`src/rtl/sync_diag_pipe_if.sv`:
```
// Operand/flag/capture bundle for sync_diag_pipe.
// The master drives the pipeline inputs; the slave returns the captured diagonal word.
interface sync_diag_pipe_if #(
  parameter int DATA_W = 48,
  parameter int TAP_W  = 4,
  parameter int FLAG_W = 25
);
  logic              in_valid;
  logic [DATA_W-1:0] in_data;
  logic [TAP_W-1:0]  tap_sel;
  logic              flush;
  logic [FLAG_W-1:0] flag_in;
  logic [DATA_W-1:0] diag_out;
  logic              diag_valid;
  logic              diag_fresh;
  logic [7:0]        miss_count;

  modport master (
    output in_valid, in_data, tap_sel, flush, flag_in,
    input  diag_out, diag_valid, diag_fresh, miss_count
  );

  modport slave (
    input  in_valid, in_data, tap_sel, flush, flag_in,
    output diag_out, diag_valid, diag_fresh, miss_count
  );
endinterface

```
`src/rtl/sync_diag_pipe.sv`:
```
// Delay-and-capture pipeline: a MAX_DEPTH-stage tagged shift register whose runtime-selected
// stage is latched into a held diagonal register when the late adder flag bit is set.
module sync_diag_pipe #(
  parameter int DATA_W    = 48,
  parameter int MAX_DEPTH = 15,
  parameter int TAP_W     = 4,
  parameter int FLAG_W    = 25,
  parameter int FLAG_BIT  = 24
) (
  input  logic           clock,
  input  logic           reset_n,
  sync_diag_pipe_if.slave bus
);
  localparam int TW = TAP_W + 1;

  logic [DATA_W-1:0] data_q [1:MAX_DEPTH];
  logic [DATA_W-1:0] data_d [1:MAX_DEPTH];
  logic [MAX_DEPTH:1] vld_q, vld_d;

  logic [DATA_W-1:0] diag_out_q, diag_out_d;
  logic              diag_valid_q, diag_valid_d;
  logic              diag_fresh_q, diag_fresh_d;
  logic [7:0]        miss_q, miss_d;

  logic [TW-1:0]     tap;
  logic [DATA_W-1:0] tap_data;
  logic              tap_vld;
  logic              req;
  logic              hit;

  function automatic logic [TW-1:0] clamp_tap(input logic [TAP_W-1:0] sel);
    logic [TW-1:0] t;
    t = {1'b0, sel} + TW'(1);
    if (t > TW'(MAX_DEPTH)) t = TW'(MAX_DEPTH);
    return t;
  endfunction

  function automatic logic [7:0] sat_inc(input logic [7:0] c);
    return (c == 8'hFF) ? c : c + 8'd1;
  endfunction

  // Stage boundary: shift pipeline, data always moves, tags cleared by flush
  always_comb begin
    data_d[1] = bus.in_data;
    for (int k = 2; k <= MAX_DEPTH; k++) data_d[k] = data_q[k-1];
    vld_d = bus.flush ? '0 : {vld_q[MAX_DEPTH-1:1], bus.in_valid};
  end

  always_comb begin
    tap      = clamp_tap(bus.tap_sel);
    tap_data = '0;
    tap_vld  = 1'b0;
    for (int k = 1; k <= MAX_DEPTH; k++) begin
      if (tap == TW'(k)) begin
        tap_data = data_q[k];
        tap_vld  = vld_q[k];
      end
    end
  end

  // Stage boundary: capture register, flush suppresses both capture and miss
  always_comb begin
    req          = bus.flag_in[FLAG_BIT] & ~bus.flush;
    hit          = req & tap_vld;
    diag_out_d   = hit ? tap_data : diag_out_q;
    diag_fresh_d = hit;
    diag_valid_d = bus.flush ? 1'b0 : (hit | diag_valid_q);
    miss_d       = (req & ~tap_vld) ? sat_inc(miss_q) : miss_q;
  end

  always_ff @(posedge clock or negedge reset_n) begin
    if (!reset_n) begin
      for (int k = 1; k <= MAX_DEPTH; k++) data_q[k] <= '0;
      vld_q        <= '0;
      diag_out_q   <= '0;
      diag_valid_q <= 1'b0;
      diag_fresh_q <= 1'b0;
      miss_q       <= '0;
    end else begin
      for (int k = 1; k <= MAX_DEPTH; k++) data_q[k] <= data_d[k];
      vld_q        <= vld_d;
      diag_out_q   <= diag_out_d;
      diag_valid_q <= diag_valid_d;
      diag_fresh_q <= diag_fresh_d;
      miss_q       <= miss_d;
    end
  end

  assign bus.diag_out   = diag_out_q;
  assign bus.diag_valid = diag_valid_q;
  assign bus.diag_fresh = diag_fresh_q;
  assign bus.miss_count = miss_q;
endmodule

```
`src/flat_wrapper.sv`:
```
// flat-port wrapper written by rule: the top's interface ports become plain ports
module sync_diag_pipe_flat 
#(
  parameter int DATA_W    = 48,
  parameter int MAX_DEPTH = 15,
  parameter int TAP_W     = 4,
  parameter int FLAG_W    = 25,
  parameter int FLAG_BIT  = 24
)
  (clock, reset_n, bus_in_valid, bus_in_data, bus_tap_sel, bus_flush, bus_flag_in, bus_diag_out, bus_diag_valid, bus_diag_fresh, bus_miss_count);
  sync_diag_pipe_if #(.DATA_W(DATA_W), .TAP_W(TAP_W), .FLAG_W(FLAG_W)) bus_i ();
  input  logic clock;
  input  logic reset_n;
  input wire logic [$bits(bus_i.in_valid)-1:0] bus_in_valid;
  input wire logic [$bits(bus_i.in_data)-1:0] bus_in_data;
  input wire logic [$bits(bus_i.tap_sel)-1:0] bus_tap_sel;
  input wire logic [$bits(bus_i.flush)-1:0] bus_flush;
  input wire logic [$bits(bus_i.flag_in)-1:0] bus_flag_in;
  output wire logic [$bits(bus_i.diag_out)-1:0] bus_diag_out;
  output wire logic [$bits(bus_i.diag_valid)-1:0] bus_diag_valid;
  output wire logic [$bits(bus_i.diag_fresh)-1:0] bus_diag_fresh;
  output wire logic [$bits(bus_i.miss_count)-1:0] bus_miss_count;
  assign bus_i.in_valid = bus_in_valid;
  assign bus_i.in_data = bus_in_data;
  assign bus_i.tap_sel = bus_tap_sel;
  assign bus_i.flush = bus_flush;
  assign bus_i.flag_in = bus_flag_in;
  assign bus_diag_out = bus_i.diag_out;
  assign bus_diag_valid = bus_i.diag_valid;
  assign bus_diag_fresh = bus_i.diag_fresh;
  assign bus_miss_count = bus_i.miss_count;
  sync_diag_pipe #(.DATA_W(DATA_W), .MAX_DEPTH(MAX_DEPTH), .TAP_W(TAP_W), .FLAG_W(FLAG_W), .FLAG_BIT(FLAG_BIT)) u_core (.clock(clock), .reset_n(reset_n), .bus(bus_i));
endmodule
```
`config.mk`:
```
export PLATFORM = sky130hd
export DESIGN_NAME = sync_diag_pipe_flat
export DESIGN_NICKNAME = d
export VERILOG_FILES = /design/src/rtl/sync_diag_pipe_if.sv /design/src/rtl/sync_diag_pipe.sv /design/src/flat_wrapper.sv
export SDC_FILE = /design/constraint.sdc
export NUM_CORES = 1
export LEC_CHECK = 0
export ABC_AREA = 1
export BUFFER_PORTS_ARGS = -buffer_cell sky130_fd_sc_hd__buf_2
export CORE_MARGIN = 10
export CORE_UTILIZATION = 60
export DETAILED_ROUTE_END_ITERATION = 10
export PLACE_DENSITY = 0.8
export SLEW_MARGIN = 20
export SYNTH_ARGS = -nofsm -noshare
export SYNTH_HDL_FRONTEND = slang
export SYNTH_SLANG_ARGS = --single-unit
```
`constraint.sdc`:
```
create_clock -name clock -period 2.5 [get_ports clock]
set_clock_uncertainty 0.05 [all_clocks]
set_input_delay 0.375 -clock clock [delete_from_list [all_inputs] [get_ports clock]]
set_output_delay 0.375 -clock clock [all_outputs]
set_load 0.01 [all_outputs]
```
==> impl_metrics.ini, run 1 <==
[synth]
yosysSeqAreaShare = 0.7058
postSynthCellCount = 2694
netlist_top_cells_area = dfrtp_1 (71%), nand2_1 (13%), nand3_1 (5.8%)
syn_nets = 2779
synth.most_common_cell = nand2_1
async_reset_ff_frac = 1.000
yosysWarningCount = 0
synth_edf_count = 0
synth_seq_cells = 793
synth_area_per_cell_sq_um = 10.44
synth_top_area_frac = 0.7058
synth_common_cells = nand2_1 (954), dfrtp_1 (793), nand3_1 (325), nor2_1 (133), a21oi_1 (99)
synth_cell_types = 33
synth_top_area_cell = dfrtp_1
ys.flop_type = dfrtp_1
syn_area_sq_um = 28120

[global_routing]
grt.busiest_layer = met2
grt_pass1_wl_microns = 104500
grt_max_degree = 100
antenna_found_initial = 1
track_usage = 0.2243
use_met3 = 0.03751
overflow = 0
grtUsageMet2 = 0.3844
grt_use_met1 = 0.2895
grt_pass1_vias = 20440

[sta]
finalCriticalPeriod_ns = 2.649
finalSetupViolations = 7
hold_viol_final = 0
worst_hold_slack_ns = 0.01288
setup_tns_ns = -0.4551
worstMarginPinSlew_ns = 0.5283
fmax_mhz = 377.5
max-slew-margin-rel = 0.6478
period_share = 1.060
fin_ws_ns = -0.1489
rsz0062_at_grt = true
slew_violations = 0

[critical_path]
path_max_fanout = 12
arrival_ns = 3.10
start_kind = input port
end_kind = register
cp_slowest_cell = ha_4
crit_buf_inv = 6
crit_path_max_incr_delay_ns = 0.17
cp_top_family = simple AND/OR/NAND/NOR gates
cpMostUsedCell = nand2_1
worst-setup-path-type = in -> reg
cp_data_required_time_ns = 2.95

[route]
drt_iter0_markers = 1709
ant_nets = 0
routed_via_density = 5.559
drtPass1Iterations = 6
drc = 0
routedWlPerCell_microns = 19.03
routed_wl_microns = 69400
vias = 20270

[outcome]
outcome = finished with violations
violations = negative setup slack

[cells_and_area]
drive_gt1_frac = 0.2326
multi_input_area_sq_um = 8396
nFillCells = 2612
fin_nets = 3067
area_growth_pct = 25.42
regArea_sq_um = 19840

[floorplan]
start_util = 0.6052
die_h_microns = 236.5
io_pins = 139
placementRows = 79
core_area_sq_um = 46460
die_w_microns = 236.5
die_area_sq_um = 55920

[cts]
clkTransAtPathRegs_ns = 0.07
clk_latency_ns = 0.61
h-tree-depth = 3
cts_tree = built
cts_buffers = 74
cts.sinks = 793
clockRootBuffer = clkbuf_16
clock_path_buffers = 3

[pwr]
p_sw_uw = 7587
combPwrFrac = 0.118
p_per_area_nw_per_um2 = 857.8
internal_power_uw = 22660
vdd_ir_drop_max_mv = 0.6233
seqPwrFrac = 0.476
switching_share = 0.2508
p_total_uw = 30250
clkPwrFrac = 0.406
leakage_uw = 0.01724

[flow_run]
drv_cap = 0

[min_path]
min_path_type = in -> reg

[placed_design]
place_ws_ns = -0.6597
dpl.hpwl_microns = 39240
globalplace.congestion = 0.8408
portBuffers = 114
==> what timing repair did <==
item,in CTS,in global routing
pin swaps,19,98
endpoints found under the setup margin,31,58
buffers inserted,10,22
gates cloned,1,10
hold buffers,49,0
resized for setup,17,247
hold endpoints to repair,86,0
==> placed cells by master, fill, tap and decap left out, types with 13 or more instances in the layout <==
cell type | netlist | routed
clkbuf_1 | 72 | 14
dlygate4sd3_1 | 0 | 49
o21ai_1 | 12 | 17
nand3_2 | 2 | 124
inv_1 | 46 | 43
buf_4 | 7 | 113
or2_0 | 28 | 25
nor2_1 | 133 | 127
o211ai_1 | 15 | 15
clkbuf_16 | 0 | 90
nor2_4 | 3 | 16
buf_6 | 1 | 14
nand3_1 | 325 | 202
o21ai_0 | 42 | 28
or2_2 | 50 | 50
nand2_2 | 2 | 47
clkinv_2 | 0 | 16
bufinv_16 | 0 | 13
buf_12 | 0 | 48
a21oi_1 | 99 | 90
nand2_1 | 954 | 905
buf_2 | 46 | 111
dfrtp_1 | 793 | 793
inv_2 | 13 | 13
==> state kept, by name, indices dropped and copies added, names as in the netlist <==
| signal | flops |
|---|---|
| u_core.bus.diag_out | 48 |
| u_core.bus.miss_count | 8 |
| u_core.vld_q | 15 |
| u_core.bus.diag_fresh | 1 |
| u_core.data_q | 48 |
| u_core.bus.diag_valid | 1 |
| u_core.data_d | 672 |
==> worst reg2reg max path, cell delays in order (launching register included) <==
cell and delay [ns]:
dfrtp_1 0.37, inv_1 0.12, nor2_1 0.05, nand2_1 0.11
nand3_2 0.09, nand2_1 0.08, nand3_2 0.08, nand3_2 0.08
nand3_2 0.08, nand2_2 0.08, nand3_2 0.07, nand3_2 0.08
nand3_2 0.08, nand2_2 0.08, nand2_2 0.06, nand2_2 0.08
nand2_4 0.06, nand3_4 0.13, clkinv_8 0.12, clkbuf_16 0.19
nand2_1 0.07, nand2_1 0.05
==> metrics by stage <==
stage | utilization | cells | cell area, sq um
after CTS | 0.7293 | 3614 | 33880
after floorplan | - | 2694 | 28120
after global routing | 0.7591 | 3647 | 35260
after global placement | 0.6576 | 3421 | 30550
after detailed placement | 0.6576 | 3421 | 30550
final | 0.7591 | 3647 | 35260
==> layer usage <==
metal / share of wire / up-vias / wire (microns)
li1: - / 9158 / -
met1: 0.39 / 10130 / 27100
met2: 0.53 / 829 / 36520
met3: 0.055 / 160 / 3815
met4: 0.028 / 0 / 1963
met5: 0 / - / 0
==> worst paths after layout <==
kind | start | end | slack [ns] | cells past startpoint
hold reg to reg | u_core.data_d[101]$_DFF_PN0_ | u_core.data_d[53]$_DFF_PN0_ | 0.31 | 0
setup reg to reg | u_core.vld_q[1]$_DFF_PN0_ | u_core.bus.diag_out[31]$_DFFE_PN0P_ | 0.11 | 21
hold / removal | bus_in_valid | u_core.vld_q[1]$_DFF_PN0_ | 0.01 | 3
setup / recovery | bus_tap_sel[1] | u_core.bus.diag_out[39]$_DFFE_PN0P_ | -0.15 | 27
min in group asynchronous | reset_n | u_core.data_d[654]$_DFF_PN0_ | 0.27 | 2
max in group asynchronous | reset_n | u_core.data_d[132]$_DFF_PN0_ | 1.20 | 3
==> power by group through the flow <==
stage	combinational (uW)	sequential [uW]	clock, uW
floorplan	1430	14600	0
global placement	2940	14500	0
detailed placement	3080	14600	0
CTS	3240	14400	12300
global route	3960	14500	12900
finish	3570	14400	12300
==> cells by family after synthesis <==
family                   after synthesis  synth area share
AND/OR/NAND/NOR                     1521            0.2286
flip-flops                           793            0.7058
buffers and inverters                198           0.02977
AO/OA/AOI/OAI                        172           0.03226
XOR/XNOR                               6          0.001869
adder cells (fa/ha/maj)                4          0.001780
==> cell type report <==
| cell class | instances | area share |
|---|---|---|
| timing repair buffer | 350 | 0.09473 |
| antenna | 1 | 0.00007096 |
| sequential | 793 | 0.5627 |
| clock inverter | 29 | 0.01334 |
| inverter | 60 | 0.007025 |
| clock buffer | 104 | 0.06248 |
| tap | 607 | 0.02154 |
| multi-input combinational | 1703 | 0.2381 |
Power figures use the tool's default switching activity.
==> run 2: changes to the inputs <==
--- a/config.mk
+++ b/config.mk
@@ -8,9 +8,9 @@
 export ABC_AREA = 1
 export BUFFER_PORTS_ARGS = -buffer_cell sky130_fd_sc_hd__buf_2
 export CORE_MARGIN = 10
-export CORE_UTILIZATION = 60
+export CORE_UTILIZATION = 55
 export DETAILED_ROUTE_END_ITERATION = 10
-export PLACE_DENSITY = 0.8
+export PLACE_DENSITY = 0.78
 export SLEW_MARGIN = 20
 export SYNTH_ARGS = -nofsm -noshare
 export SYNTH_HDL_FRONTEND = slang
==> constraint.sdc (replaced) <==
create_clock -name clock -period 2.2 [get_ports clock]
set_clock_uncertainty 0.05 [all_clocks]
set_input_delay 0.33 -clock clock [delete_from_list [all_inputs] [get_ports clock]]
set_output_delay 0.33 -clock clock [all_outputs]
set_load 0.01 [all_outputs]
==> impl_metrics.ini, run 2 (synthesized netlist as in run 1, its figures left out) <==
[global_routing]
grt_pass1_vias = 20760
grt_max_degree = 95
antenna_found_initial = 2
track_usage = 0.2143
overflow = 0
grt_pass1_wl_microns = 106400

[cells_and_area]
area_growth_pct = 25.97
drive_gt1_frac = 0.2431
fin_nets = 3092
utilization = 0.7031
final_common_cell = nand2_1
final_cell_mix = nand2_1 (850), dfrtp_1 (793), nand3_1 (250)
largest_register_ffs = 672

[sta]
rsz0062_at_grt = true
fmax_mhz = 392.8
finalCriticalPeriod_ns = 2.546
period_share = 1.157
finalSetupViolations = 58
hold_viol_final = 0
worstMarginPinSlew_ns = 0.5111
fin_ws_ns = -0.3458
slew_violations = 0
max-slew-margin-rel = 0.6593

[route]
vias = 19990
routed_via_density = 5.353
ant_nets = 0
drc = 0
routedWlPerCell_microns = 18.19
routed_wl_microns = 67930
drt_iter0_markers = 1576
drtPass1Iterations = 6

[critical_path]
arrival_ns = 3.00
crit_buf_inv = 11
cp_slowest_cell = buf_16
r2r-end = u_core.bus.diag_out[13]$_DFFE_PN0P_
start_kind = input port
ff2ff_path_depth = 21
regToRegStartpoint = u_core.vld_q[1]$_DFF_PN0_
end_kind = register
reg2reg_slack_ns = -0.16
cpMostUsedCell = buf_4
cp_data_required_time_ns = 2.65
path_max_fanout = 8
cp_top_family = buffers and inverters
crit_path_max_incr_delay_ns = 0.28
path_cells = buf_8 -> clkinvlp_4 -> nor2_4 -> nand2_4 -> nand2_4 -> buf_4 -> buf_4 -> buf_4 -> buf_4 -> nand2_1 -> buf_4 -> nor2_4 -> inv_2 -> o21ai_0 -> inv_1 -> nand2_2 -> nand2_4 -> nand3_4 -> buf_16 -> clkinv_8 -> nand2_1 -> nand2_1
worst-setup-path-type = in -> reg

[placed_design]
portBuffers = 114
globalplace.congestion = 0.8368
dpl.hpwl_microns = 39780

[cts]
clock_path_buffers = 3
clkTransAtPathRegs_ns = 0.06
cts.sinks = 793
h-tree-depth = 3
cts_tree = built
clk_latency_ns = 0.62
clockRootBuffer = clkbuf_16
cts_buffers = 75

[floorplan]
die_area_sq_um = 60570
die_h_microns = 246.1
core_area_sq_um = 50380
placementRows = 82
io_pins = 139
start_util = 0.5581
die_w_microns = 246.1

[min_path]
worst_hold_path.num_cells = 2
holdCritStartpoint = bus_flush
hold_end = u_core.vld_q[13]$_DFF_PN0_
min_path_type = in -> reg

[outcome]
violations = negative setup slack
outcome = finished with violations

[flow_run]
drv_cap = 0

[pwr]
vdd_ir_drop_max_mv = 0.5223
p_total_uw = 33370
p_per_area_nw_per_um2 = 942.2
leakage_uw = 0.01721
## run 2: cell types whose count changed in the layout (fill, tap and decap cells not counted), moves of 11 or more
cell       previous run  this run
nand2_1             905       850
nand3_2             124        75
nand3_1             202       250
nand2_2              47        80
buf_4               113       134
nand2_4               5        26
clkbuf_16            90        79
clkinv_2             16         5
## run 2: area by class of cell
| class | count | area, sq um |
|---|---|---|
| Multi-Input combinational cell | 1703 | 8501 |
| Inverter | 60 | 262.8 |
| Fill cell | 3120 | 14960 |
| Antenna cell | 2 | 5.005 |
| Clock inverter | 17 | 221.5 |
| Timing Repair Buffer | 366 | 3401 |
| Sequential cell | 793 | 19840 |
| Timing Repair inverter | 8 | 123.9 |
| Tap cell | 672 | 840.8 |
| Clock buffer | 113 | 2221 |
## run 2: metal layers
metal,GRT usage,routed length (microns),share of wire,vias to the layer above
met2,0.3727,35060,0.52,697
met5,0,0,0,-
met1,0.2691,26760,0.39,9886
met4,0.07079,2552,0.038,0
met3,0.03549,3562,0.052,185
li1,-,-,-,9221
## run 2: power by group
group	total (uW)	leakage (uW)	switching [uW]	internal, uW
clock network	12800	0.00120	5350	7450
logic	4200	0.00666	2590	1620
registers	16400	0.00935	688	15700
total	33400	0.0172	8620	24800
## run 2: worst max-delay path by stage
stage                   start                                   to  slack (ns)  cells after the start
3_3_place_gp   bus_tap_sel[0]   u_core.bus.diag_out[4]$_DFFE_PN0P_       -0.76                     25
3_5_place_dp   bus_tap_sel[0]  u_core.bus.diag_out[25]$_DFFE_PN0P_       -0.93                     25
5_1_grt        bus_tap_sel[0]  u_core.bus.diag_out[32]$_DFFE_PN0P_       -0.44                     27
6_report       bus_tap_sel[0]  u_core.bus.diag_out[13]$_DFFE_PN0P_       -0.35                     22
4_1_cts        bus_tap_sel[0]  u_core.bus.diag_out[10]$_DFFE_PN0P_       -0.13                     24
2_1_floorplan  bus_tap_sel[0]  u_core.bus.diag_out[25]$_DFFE_PN0P_       -0.18                     23
## run 2: stage by stage
step | worst slack (ns) | TNS (ns) | instances | hold WS [ns] | area (sq um)
floorplan | -0.1796 | -9.922 | 2694 | -0.01559 | 28290
global placement | -0.7581 | -42.57 | 3504 | 0.2434 | 30750
detailed placement | -0.9319 | -51.32 | 3504 | 0.2534 | 30750
CTS | -0.1274 | -4.267 | 3718 | 0.06935 | 34450
global route | -0.4380 | -19.60 | 3734 | 0.1132 | 35420
finish | -0.3458 | -14.64 | 3734 | 0.1054 | 35420
## run 2: repair_timing
| item | CTS | global route |
|---|---|---|
| gates resized for setup | 102 | 231 |
| setup buffers | 24 | 11 |
| pin swaps | 43 | 98 |
| endpoints found under the setup margin | 58 | 58 |
| gates cloned | 12 | 6 |
| hold endpoints to repair | 147 | 0 |
| hold buffers | 50 | 0 |
